==> src/rtl/dm_pkg.sv <==
// Shared types and constants for the parametrised data memory.
package dm_pkg;

  // Two-state controller: normal access or hardware clear sweep.
  typedef enum logic {
    DM_IDLE  = 1'b0,
    DM_CLEAR = 1'b1
  } dm_state_t;

  // Zero word source; sliced down to the data width by users (DW <= 64).
  localparam logic [63:0] DM_ZERO = 64'd0;

endpackage

==> src/rtl/dm_clear_seq.sv <==
// Clear sequencer: owns the IDLE/CLEAR state, the sweep pointer and the clear write port.
module dm_clear_seq #(
  parameter int unsigned AW             = 8,
  parameter int unsigned DEPTH          = 256,
  parameter int unsigned CLEAR_ON_RESET = 1
) (
  input  logic          clk_i,
  input  logic          rst_ni,
  input  logic          clear_req_i,
  output logic          busy_o,
  output logic          clr_we_o,
  output logic [AW-1:0] clr_addr_o
);
  import dm_pkg::*;

  // Pointer is one bit wider than the address so DEPTH == 2**AW ends without wrapping.
  localparam logic [AW:0] LastPtr = (AW+1)'(DEPTH - 1);

  dm_state_t     state_q, state_d;
  logic [AW:0]   clr_ptr_q, clr_ptr_d;

  // State and pointer registers; reset always restarts the sweep at word 0.
  always_ff @(posedge clk_i or negedge rst_ni) begin
    if (!rst_ni) begin
      if (CLEAR_ON_RESET != 0) begin
        state_q <= DM_CLEAR;
      end else begin
        state_q <= DM_IDLE;
      end
      clr_ptr_q <= '0;
    end else begin
      state_q   <= state_d;
      clr_ptr_q <= clr_ptr_d;
    end
  end

  // Next-state: a clear request starts a DEPTH-cycle sweep; requests during a sweep are ignored.
  always_comb begin
    state_d   = state_q;
    clr_ptr_d = clr_ptr_q;
    unique case (state_q)
      DM_IDLE: begin
        if (clear_req_i) begin
          state_d   = DM_CLEAR;
          clr_ptr_d = '0;
        end
      end
      DM_CLEAR: begin
        if (clr_ptr_q == LastPtr) begin
          state_d   = DM_IDLE;
          clr_ptr_d = '0;
        end else begin
          clr_ptr_d = clr_ptr_q + 1'b1;
        end
      end
    endcase
  end

  // Clear port drives one word per cycle while sweeping.
  always_comb begin
    busy_o     = (state_q == DM_CLEAR);
    clr_we_o   = (state_q == DM_CLEAR);
    clr_addr_o = clr_ptr_q[AW-1:0];
  end

endmodule

==> src/rtl/dm_param.sv <==
// Parametrised single-port data memory with optional registered read and hardware clear.
module dm_param #(
  parameter int unsigned DW             = 8,
  parameter int unsigned AW             = 8,
  parameter int unsigned DEPTH          = 256,
  parameter int unsigned READ_LAT       = 0,
  parameter int unsigned CLEAR_ON_RESET = 1
) (
  input  logic          clk,
  input  logic          reset,
  input  logic          mem_write,
  input  logic          mem_read,
  input  logic          clear_req,
  input  logic [AW-1:0] rmo,
  input  logic [DW-1:0] rf_reg_out,
  input  logic [AW-1:0] rmi,
  output logic [DW-1:0] dm_out,
  output logic          rd_valid,
  output logic          busy
);
  import dm_pkg::*;

  localparam logic [AW:0] DepthW = (AW+1)'(DEPTH);

  logic [DW-1:0] core [DEPTH];

  logic          clr_we;
  logic [AW-1:0] clr_addr;
  logic          wr_in_range, rd_in_range, user_we;
  logic          mem_we;
  logic [AW-1:0] mem_addr;
  logic [DW-1:0] mem_wdata;
  logic [DW-1:0] rd_word;

  dm_clear_seq #(
    .AW             (AW),
    .DEPTH          (DEPTH),
    .CLEAR_ON_RESET (CLEAR_ON_RESET)
  ) u_clear_seq (
    .clk_i       (clk),
    .rst_ni      (reset),
    .clear_req_i (clear_req),
    .busy_o      (busy),
    .clr_we_o    (clr_we),
    .clr_addr_o  (clr_addr)
  );

  // User write is dropped while busy, when a clear starts this cycle, or when out of range.
  always_comb begin
    wr_in_range = ({1'b0, rmo} < DepthW);
    rd_in_range = ({1'b0, rmi} < DepthW);
    user_we     = mem_write & ~busy & ~clear_req & wr_in_range;
    mem_we      = clr_we | user_we;
    mem_addr    = clr_we ? clr_addr : rmo;
    mem_wdata   = clr_we ? DM_ZERO[DW-1:0] : rf_reg_out;
    rd_word     = rd_in_range ? core[rmi] : DM_ZERO[DW-1:0];
  end

  // Storage write port, shared by the clear sweep and user writes.
  always_ff @(posedge clk) begin
    if (mem_we) begin
      core[mem_addr] <= mem_wdata;
    end
  end

  if (READ_LAT == 0) begin : g_comb_read
    // Legacy timing: data follows rmi within the cycle.
    assign dm_out   = busy ? DM_ZERO[DW-1:0] : rd_word;
    assign rd_valid = mem_read & ~busy;
  end else begin : g_reg_read
    logic [DW-1:0] dout_q, dout_d;
    logic          valid_q, valid_d;

    // Capture on an accepted read; same-edge write to the read address is forwarded.
    always_comb begin
      valid_d = mem_read & ~busy;
      dout_d  = dout_q;
      if (valid_d) begin
        dout_d = (user_we && (rmo == rmi)) ? rf_reg_out : rd_word;
      end
    end

    // Read data and valid registers.
    always_ff @(posedge clk or negedge reset) begin
      if (!reset) begin
        dout_q  <= '0;
        valid_q <= 1'b0;
      end else begin
        dout_q  <= dout_d;
        valid_q <= valid_d;
      end
    end

    // A read captured on the edge that starts a clear must not surface while busy.
    assign dm_out   = busy ? DM_ZERO[DW-1:0] : dout_q;
    assign rd_valid = valid_q & ~busy;
  end

endmodule

==> config.mk <==
export PLATFORM = sky130hd
export DESIGN_NAME = dm_param
export DESIGN_NICKNAME = d
export VERILOG_FILES = /design/src/rtl/dm_pkg.sv /design/src/rtl/dm_clear_seq.sv /design/src/rtl/dm_param.sv
export SDC_FILE = /design/constraint.sdc
export NUM_CORES = 2
export LEC_CHECK = 0
export ABC_AREA = 1
export CORE_MARGIN = 2
export CORE_UTILIZATION = 52
export CTS_CLUSTER_SIZE = 40
export DETAILED_ROUTE_END_ITERATION = 12
export MAX_ROUTING_LAYER = met4
export PLACE_DENSITY_LB_ADDON = 0.08
export SKIP_CTS_REPAIR_TIMING = 1
export SYNTH_ARGS = -nofsm -noshare
export SYNTH_HDL_FRONTEND = slang
export SYNTH_SLANG_ARGS = --single-unit
==> constraint.sdc <==
create_clock -name clk -period 14.9 [get_ports clk]
set_input_delay 2.235 -clock clk [delete_from_list [all_inputs] [get_ports clk]]
set_output_delay 2.235 -clock clk [all_outputs]
set_load 0.02 [all_outputs]
==> key figures <==
Finish
  – Commonest non-fill, non-tap cells in the layout: nand2_1, edfxtp_1, nand3_1
  – Layout area overhead: 9.28%
  – Layout cells sized above 1: 5.25%
  – Final Net Count: 6972
  – FILL cells: 13400
  – Commonest non-fill, non-tap cell in the layout: nand2_1

GRT
  – Global-route wire length before repair: 344 mm
  – Global route overflow: 0
  – Vias in the first global route: about 50000
  – Largest net degree at the start of global routing: between 200 and 250
  – Initial antenna violation count: 4
  – GRT Total Usage: 29.2%

CTS
  – Later-pin clock latency in the skew report: 830 ps
  – Clock slew at reported path FFs: 60 ps
  – Maximum buffer depth of the clock tree: 3
  – CTS H-tree depth: 4
  – Root buffer cell: clkbuf_16
  – Clock sink count: 2058
  – TritonCTS buffer count: approximately 210
  – CTS tree: yes

Min path
  – Hold crit path type: flip-flop to flip-flop
  – Hold Path Stages: 1
  – Worst hold path endpoint: u_clear_seq.clr_ptr_q[6]$_DFFE_PN0P_
  – HP Start: u_clear_seq.clr_ptr_q[6]$_DFFE_PN0P_

Power
  – Clock share of power: 39.5%
  – Internal power: 9.44 mW
  – Total Power: 12.5 mW
  – Peak VDD IR: 0.117 mV
  – Combinational power share: 8.5%
  – Seq pwr share: 52.0%
  – PwrDens: 136 nW/um^2
  – Sw power: 3.03 mW
  – Switch share: 24.3%
  – Pleak: 32.0 nW

Logic synthesis
  – Synth area leaders: edfxtp_1, nand3_1, nand2_1, buf_2, nor2_1
  – Post-Syn Area: between 80000 and 90000 sq um
  – Post-synth top area share: 73.3%
  – Post-Syn Nets: 7135
  – Synth Instances: 7105
  – FF+latch count, synth: 2058
  – Sequential fraction of the synthesis area: 73.6%
  – Distinct cell type count after synthesis: 25
  – Synthesis Warnings: 0
  – Avg Cell Area, Syn: 11.8 sq um
  – Largest area contributor in the netlist: edfxtp_1

Routing
  – WL final: 233 mm
  – Iteration-0 DRC Markers: 6116
  – Drt pass-1 iters: 6
  – DR vias: 54400
  – Via-to-Cell Ratio: 5.86
  – Post-route ant nets: 0
  – DRC errors left: 0
  – WL/cell: 25.1 um

Worst setup path
  – Crit Path Max Fanout: 107
  – Critical path type: primary input to output port
  – Worst r2r dst: core[46][3]$_DFFE_PP_
  – Worst setup SP type: primary input
  – Data required time at the worst endpoint: 12660 ps
  – Worst EP arrival: 7900 ps
  – Cell repeated most along the worst path: nand3_1
  – Crit end category: output port
  – Crit path largest cell delay: 980 ps
  – R2r setup slk: 9810 ps
  – Slowest-stage cell, CP: buf_4
  – Crit-path cells: buf_8 > buf_4 > buf_4 > buf_4 > nand2_1 > nand3_1 > nand3_1 > nand3_1 > nand3_1 > nand3_1 > nand3_1 > nand3_1 > nand2_1 > nor2_1 > clkdlybuf4s50_1
  – R2R Path Start: u_clear_seq.busy_o$_DFF_PN1_
  – Worst Reg-to-Reg Cells: 7

Place
  – IO buf count: 38
  – Final HPWL DP: 126 mm
  – Gpl congestion: about 0.85

Timing
  – Crit share post-route: 68.0%
  – Final Hold Fails: 0
  – Fmax: about 0.1 GHz
  – Max Slew Vio Count: 0
  – Tmin final: 10130 ps
  – Slew margin rel.: 13.7%
  – # setup viols final: 0
  – Worst slew pin tran: 1300 ps
  – RSZ-0062 raised after global routing: false
  – Total negative slack: 0 ps
  – Max Clock Skew: about 27 ps

Run
  – Max_cap viols: 0

Floorplanning
  – Starting Density: 52.3%
  – Die area: between 150000 and 200000 sq um
  – Die Span X: between 400 and 500 um
  – Total core area: about 160000 sq um
  – Ports: 39
  – Cell row count: 147
  – Die height: 406 um

Outcome
  – Outcome: complete, no violations
cells by family after synthesis:
family / share of synthesized area [%]
simple gates: 22.6
flops: 73.6
buf+inv: 3.18
compound gates: 0.525
xor+xnor: 0.0522
fa+ha+maj: 0.0149
cells in the mapped netlist:
cell type  instances
or2_2              1
inv_1             58
o21ai_0           41
nand3_1         1933
nor2_1           377
xor2_1             4
a21oi_1           17
buf_1             44
inv_4              1
nor3_1             5
o22ai_1           22
edfxtp_1        2048
buf_2            285
ha_1               1
buf_4             53
nand2_1         2095
xnor2_1            1
o21ai_1            1
inv_2              2
a21boi_0           1
clkbuf_1          97
clkinv_1           1
dfrtp_1            9
dfstp_2            1
buf_6              7
critical path: cells and delay by family:
| family | cells | cell delay, ps |
|---|---|---|
| buf+inv | 5 | 3550 |
| simple gates | 10 | 1800 |
stage by stage:
stage                     utilization [%]  instances  instance area [sq um]  hold slack, ps  setup WS (ps)
after floorplan                         -       7105                  83900             490           5280
after global placement               53.2       8893                  85400             519           5110
after detailed placement             53.2       8893                  85400             534           5060
after CTS                            57.2       9265                  91700             542           5050
after global routing                 57.2       9268                  91700             569           4690
final                                57.2       9271                  91700             543           4770
worst max-delay path by stage:
stage             startpoint                    to  depth (start not counted)
2_1_floorplan  rf_reg_out[0]  core[0][0]$_DFFE_PP_                          2
3_3_place_gp          rmi[0]             dm_out[4]                         15
3_5_place_dp          rmi[0]             dm_out[0]                         15
4_1_cts               rmi[0]             dm_out[0]                         15
5_1_grt               rmi[0]             dm_out[0]                         15
6_report              rmi[0]             dm_out[0]                         15
metal layers:
layer,up-vias,routed length [um],global-route usage (%)
met5,-,0,-
li1,24800,-,-
met1,26900,99300,41.6
met2,2289,108000,43.8
met3,361,18500,4.20
met4,0,6810,8.80
power by group through the flow:
stage,registers [mW],logic (mW),clock network [mW]
6_report,6.49,1.06,4.92
5_1_grt,6.49,1.13,5.19
4_1_cts,6.49,1.05,4.97
3_5_place_dp,6.61,1.05,0
3_3_place_gp,6.61,1.04,0
2_1_floorplan,6.63,0.593,0
area by class of cell:
| cell class | instances | area [sq um] | area share, % |
|---|---|---|---|
| clock inverters | 100 | 657 | 0.716 |
| diodes | 6 | 15.0 | 0.0164 |
| inverters | 62 | 267 | 0.291 |
| multi-input cells | 4499 | 19600 | 21.4 |
| well taps | 2160 | 2700 | 2.95 |
| clock buffers | 272 | 5640 | 6.15 |
| flip-flops and latches | 2058 | 61800 | 67.4 |
| repair buffers | 114 | 1070 | 1.17 |
state kept, by name (all words and copies together) (netlist names):
register / cells
core: 2048
u_clear_seq.busy_o: 1
u_clear_seq.clr_ptr_q: 9
(Power assumes the default switching activity.)
